==> src/rtl/alu_dispatch.sv <==
`default_nettype none
// ============================================================================
// Module   : alu_dispatch
// Purpose  : Operation buffer and result stage wrapped around the external
//            32-bit combinational ALU in the execute path.
//            - Operations (command, operand A/B, tag) arrive over a
//              valid/ready handshake and are queued in a DEPTH-entry FIFO.
//            - The FIFO head drives the ALU combinationally.
//            - The ALU result and flags are captured into a one-entry output
//              stage and returned in order over a second valid/ready handshake.
//            - A sticky overflow flag records any retired overflow.
// Ports    :
//   clk, rst_n                      clock, asynchronous active-low reset
//   in_valid/in_ready               operation handshake
//   in_command/in_operand_a/b/tag   operation payload
//   alu_command/alu_operand_a/b     head entry presented to the ALU
//   alu_result/carryout/zero/ovf    ALU response
//   out_valid/out_ready             result handshake
//   out_result/carryout/zero/ovf    registered result and flags
//   out_tag                         tag returned with the result
//   occupancy                       FIFO entry count (output stage excluded)
//   sticky_overflow/sticky_clear    sticky overflow status and its clear
// Revision : 1.0 - initial release
// ============================================================================
module alu_dispatch #(
  parameter int DEPTH = 4,  // FIFO entries, power of two, >= 2
  parameter int TAGW  = 4   // tag width
) (
  input  logic                     clk,
  input  logic                     rst_n,

  input  logic                     in_valid,
  output logic                     in_ready,
  input  logic [2:0]               in_command,
  input  logic [31:0]              in_operand_a,
  input  logic [31:0]              in_operand_b,
  input  logic [TAGW-1:0]          in_tag,

  output logic [2:0]               alu_command,
  output logic [31:0]              alu_operand_a,
  output logic [31:0]              alu_operand_b,
  input  logic [31:0]              alu_result,
  input  logic                     alu_carryout,
  input  logic                     alu_zero,
  input  logic                     alu_overflow,

  output logic                     out_valid,
  input  logic                     out_ready,
  output logic [31:0]              out_result,
  output logic                     out_carryout,
  output logic                     out_zero,
  output logic                     out_overflow,
  output logic [TAGW-1:0]          out_tag,

  output logic [$clog2(DEPTH):0]   occupancy,
  output logic                     sticky_overflow,
  input  logic                     sticky_clear
);

  localparam int PW = $clog2(DEPTH);
  localparam int CW = PW + 1;
  localparam logic [CW-1:0] FULL_CNT = CW'(DEPTH);
  localparam logic [2:0]    CMD_ADD  = 3'b000;

  // --------------------------------------------------------------------------
  // FIFO storage and pointers
  // --------------------------------------------------------------------------
  logic [2:0]      cmd_mem_q [DEPTH];
  logic [31:0]     opa_mem_q [DEPTH];
  logic [31:0]     opb_mem_q [DEPTH];
  logic [TAGW-1:0] tag_mem_q [DEPTH];

  logic [PW-1:0]   wr_ptr_q, wr_ptr_d;
  logic [PW-1:0]   rd_ptr_q, rd_ptr_d;
  logic [CW-1:0]   count_q,  count_d;

  // Output stage
  logic            out_valid_q,    out_valid_d;
  logic [31:0]     out_result_q,   out_result_d;
  logic            out_carry_q,    out_carry_d;
  logic            out_zero_q,     out_zero_d;
  logic            out_ovf_q,      out_ovf_d;
  logic [TAGW-1:0] out_tag_q,      out_tag_d;
  logic            sticky_q,       sticky_d;

  logic            fifo_empty;
  logic            push;
  logic            load;

  // Ready depends only on the registered count: a full FIFO refuses a push
  // even when a pop happens on the same edge, which keeps in_valid out of
  // the in_ready path.
  assign fifo_empty = (count_q == '0);
  assign in_ready   = (count_q != FULL_CNT);
  assign push       = in_valid & in_ready;

  // The head moves into the output stage whenever the stage is free or is
  // being drained this edge. Only registered count is used, so an entry
  // pushed into an empty FIFO waits one edge (no fall-through).
  assign load       = ~fifo_empty & (~out_valid_q | out_ready);

  // --------------------------------------------------------------------------
  // ALU drive: head entry, or an all-zero ADD when the FIFO is empty
  // --------------------------------------------------------------------------
  always_comb begin
    alu_command   = CMD_ADD;
    alu_operand_a = '0;
    alu_operand_b = '0;
    if (!fifo_empty) begin
      alu_command   = cmd_mem_q[rd_ptr_q];
      alu_operand_a = opa_mem_q[rd_ptr_q];
      alu_operand_b = opb_mem_q[rd_ptr_q];
    end
  end

  // --------------------------------------------------------------------------
  // FIFO next state
  // --------------------------------------------------------------------------
  always_comb begin
    wr_ptr_d = wr_ptr_q;
    rd_ptr_d = rd_ptr_q;
    count_d  = count_q;
    if (push) begin
      wr_ptr_d = wr_ptr_q + PW'(1);
    end
    if (load) begin
      rd_ptr_d = rd_ptr_q + PW'(1);
    end
    unique case ({push, load})
      2'b10:   count_d = count_q + CW'(1);
      2'b01:   count_d = count_q - CW'(1);
      default: count_d = count_q;
    endcase
  end

  always_ff @(posedge clk or negedge rst_n) begin
    if (!rst_n) begin
      wr_ptr_q <= '0;
      rd_ptr_q <= '0;
      count_q  <= '0;
    end else begin
      wr_ptr_q <= wr_ptr_d;
      rd_ptr_q <= rd_ptr_d;
      count_q  <= count_d;
    end
  end

  // Payload storage carries no reset: an entry is only ever read after the
  // pointers say it was written.
  always_ff @(posedge clk) begin
    if (push) begin
      cmd_mem_q[wr_ptr_q] <= in_command;
      opa_mem_q[wr_ptr_q] <= in_operand_a;
      opb_mem_q[wr_ptr_q] <= in_operand_b;
      tag_mem_q[wr_ptr_q] <= in_tag;
    end
  end

  // --------------------------------------------------------------------------
  // Output stage next state
  // --------------------------------------------------------------------------
  always_comb begin
    out_valid_d  = out_valid_q;
    out_result_d = out_result_q;
    out_carry_d  = out_carry_q;
    out_zero_d   = out_zero_q;
    out_ovf_d    = out_ovf_q;
    out_tag_d    = out_tag_q;
    if (load) begin
      out_valid_d  = 1'b1;
      out_result_d = alu_result;
      out_carry_d  = alu_carryout;
      out_zero_d   = alu_zero;
      out_ovf_d    = alu_overflow;
      out_tag_d    = tag_mem_q[rd_ptr_q];
    end else if (out_valid_q && out_ready) begin
      out_valid_d  = 1'b0;
    end
  end

  // A retiring overflow wins over a clear on the same edge.
  always_comb begin
    sticky_d = sticky_q;
    if (load && alu_overflow) begin
      sticky_d = 1'b1;
    end else if (sticky_clear) begin
      sticky_d = 1'b0;
    end
  end

  always_ff @(posedge clk or negedge rst_n) begin
    if (!rst_n) begin
      out_valid_q  <= 1'b0;
      out_result_q <= '0;
      out_carry_q  <= 1'b0;
      out_zero_q   <= 1'b0;
      out_ovf_q    <= 1'b0;
      out_tag_q    <= '0;
      sticky_q     <= 1'b0;
    end else begin
      out_valid_q  <= out_valid_d;
      out_result_q <= out_result_d;
      out_carry_q  <= out_carry_d;
      out_zero_q   <= out_zero_d;
      out_ovf_q    <= out_ovf_d;
      out_tag_q    <= out_tag_d;
      sticky_q     <= sticky_d;
    end
  end

  assign out_valid       = out_valid_q;
  assign out_result      = out_result_q;
  assign out_carryout    = out_carry_q;
  assign out_zero        = out_zero_q;
  assign out_overflow    = out_ovf_q;
  assign out_tag         = out_tag_q;
  assign occupancy       = count_q;
  assign sticky_overflow = sticky_q;

endmodule
`default_nettype wire

==> config.mk <==
export PLATFORM = sky130hd
export DESIGN_NAME = alu_dispatch
export DESIGN_NICKNAME = d
export VERILOG_FILES = /design/src/rtl/alu_dispatch.sv
export SDC_FILE = /design/constraint.sdc
export NUM_CORES = 1
export LEC_CHECK = 0
export ABC_AREA = 1
export CAP_MARGIN = 20
export CORE_MARGIN = 10
export CORE_UTILIZATION = 40
export DETAILED_ROUTE_END_ITERATION = 8
export GPL_ROUTABILITY_DRIVEN = 0
export PLACE_DENSITY = 0.73
export RECOVER_POWER = 100
export SLEW_MARGIN = 20
export SYNTH_ARGS = -nofsm -noshare
export SYNTH_HDL_FRONTEND = slang
export SYNTH_SLANG_ARGS = --single-unit
==> constraint.sdc <==
create_clock -name clk -period 12.3 [get_ports clk]
set_input_delay 2.46 -clock clk [delete_from_list [all_inputs] [get_ports clk]]
set_output_delay 2.46 -clock clk [all_outputs]
set_load 0.005 [all_outputs]
==> flow_summary.toml <==
[die]
die_h_um = 205
die-width_um = 205
row_count = 67
start_util = 0.406
die-area_mm2 = 0.0419
io_pins = 223
core_mm2 = 0.0336

[timing]
drv_slew = 430
fin_skew_ns = 0.0119
maxSlewHeadroom = -1.72
finalCritPeriodShare = 0.671
rsz0062_at_grt = "no"
finalHoldViolCount = 0
setup_violations = 0
timing.setup.tns_ns = 0
fmax_mhz = 121
fin_crit_ns = 8.26
worstMarginPinSlew_ns = 4.08

[yosys]
yosys_warnings = 0
synth.distinct_cells = 22
mappedNetlistArea_mm2 = 0.0136
yosysTopAreaCell = "edfxtp_1"
ys_seq_area_frac = 0.714
syn_nets = 1391
ys_top_cells_by_area = "edfxtp_1, nand2_1, dfrtp_1"
synth_cells = 1274
syn_area_per_cell_um2 = 10.7
yosys_register_bits = 332
synth_top_area_frac = 0.626

[clocking]
cts_repair_resize_count = 0
cts_hold_buf = 0
cts_buffers = 35
clk_latency_ns = 0.50
cts_root_buf = "clkbuf_16"
clk_pin_slew_ns = 0.06
clockBufferDepth = 3
htreeDepth = 2
cts_sinks = 332
cts_setup_buffers = 0
tritoncts = "built"

[power]
swShare = 0.342
power_mw = 4.15
power_density_mw_per_mm2 = 241
power.switching_mw = 1.42
p_int_mw = 2.73
power_frac_comb = 0.359
p_seq_frac = 0.404
ir_drop_mv = 0.150
p_leak_nw = 7.36
pwr-share-clk = 0.237

[status]
violations = "capacitance limit, slew limit"
status = "finished with violations"

[cells_and_area]
syn2layout_area_growth_pct = 26.5
fin_cells = 1960
finalNetCount = 1601
final_cell_mix = "nand2_1, edfxtp_1, dlygate4sd3_1"
stdcell_area_mm2 = 0.0173
fillers = 2856
drive_above_1_share = 0.0398
final_common_cell = "nand2_1"

[global_routing]
grt_max_degree = 79
grt_pass1_vias = 9502
grt.total_usage = 0.151
antenna_found_initial = 4
grt_overflow_total = 0
grt_pass1_wl_mm = 50.7

[setup_path]
worstSetupStartpointType = "flip-flop"
worst_ep_required_time_ns = 9.84
cp.arrival_ns = 5.80
endpoint_kind = "output pin"
crit_path_max_fanout = 74
setup.worst_path.class = "reg2out"
rrSetupSlack_ns = 6.79

[routing]
totalWireLength_mm = 32.7
routed_via_density = 4.71
drtIter0Drc = 512
wl_per_cell_um = 16.7
vias = 9222
drc = 0
drtPass1Iterations = 5
ant_nets = 0

[hold_path]
hp-class = "reg2reg"

[placed_design]
port_buffers = 222
dp.cells = 1894
place_area_mm2 = 0.0162
hpwl_mm = 19.3

[run]
drv_cap = 10
## final cells by class
type | instances | area, um2 | area share
Tap cell | 448 | 561 | 0.0325
Clock buffer | 49 | 981 | 0.0569
Inverter | 169 | 637 | 0.0369
Timing Repair Buffer | 234 | 2270 | 0.132
Clock inverter | 13 | 88.8 | 0.00515
Sequential cell | 332 | 9740 | 0.564
Multi-Input combinational cell | 712 | 2970 | 0.172
Antenna cell | 3 | 7.51 | 0.000435
## Yosys cell counts (all sizes together)
master and number:
fa 1, nor2 4, xnor2 2, ha 5, nand3 79, dfrtp 48, buf 50, xor2 3
inv 169, nand2 547, clkbuf 11, o21ai 3, a21oi 67, edfxtp 284, o22ai 1
## per-stage QoR
stage / util / setup slack [ns] / hold slack (ns)
3_3_place_gp: 0.482 / 6.55 / 0.460
3_5_place_dp: 0.482 / 6.51 / 0.467
2_1_floorplan: - / 6.21 / 0.472
6_report: 0.513 / 4.04 / 0.471
5_1_grt: 0.513 / 3.63 / 0.496
4_1_cts: 0.514 / 5.95 / 0.481
## kinds of logic (layout without fill, tap and decap cells)
kind of cell               after synthesis  in the layout  synth area share
buffers and inverters                  230            465            0.0697
adders and majority gates                6              6           0.00606
xor gates and xnor gates                 5              5           0.00321
and+or+nand+nor                        630            630             0.181
DFF                                    332            332             0.714
AOI/OAI and AO/OA                       71             71            0.0262
other                                    0              3                 0
## routing by layer
layer  vias up  share of wire  track usage
met5         -        0.00028            0
met4         2          0.020       0.0508
met3        46          0.071       0.0363
met2       292           0.49        0.259
met1      4376           0.42        0.184
li1       4506              -            -
## power by group through the flow
stage               clock (mW)  sequential, mW  combinational [mW]
finish                   0.984            1.68                1.49
global placement             0            1.68                1.60
floorplan                    0            1.62               0.849
detailed placement           0            1.69                1.62
CTS                       1.01            1.67                1.63
global route              1.06            1.71                1.68
## final timing paths
kind | start | to | depth (start not counted)
worst max-delay path | rd_ptr_q[1]$_DFFE_PN0P_ | alu_operand_a[31] | 5
worst min-delay path | out_result[18]$_DFFE_PN0P_ | out_result[18]$_DFFE_PN0P_ | 2
worst max register to register | occupancy[1]$_DFFE_PN0P_ | opb_mem_q[3][15]$_DFFE_PP_ | 5
worst min register to register | out_result[18]$_DFFE_PN0P_ | out_result[18]$_DFFE_PN0P_ | 2
max in group asynchronous | rst_n | rd_ptr_q[0]$_DFFE_PN0P_ | 2
min in group asynchronous | rst_n | out_result[25]$_DFFE_PN0P_ | 2
## critical path, stage by stage, from the launching register on
cell and delay, ns:
dfrtp_4 0.83, inv_1 0.14, clkbuf_1 2.88, nand3_1 0.47, a21oi_1 0.32, dlygate4sd3_1 0.62
## state kept, by name, summed over array words and instances, names as in the netlist, 2 cells and up
signal / cells
occupancy: 3
wr_ptr_q: 2
tag_mem_q: 16
out_tag: 4
rd_ptr_q: 2
out_result: 32
opb_mem_q: 128
cmd_mem_q: 12
opa_mem_q: 128
Power figures use the tool's default switching activity.
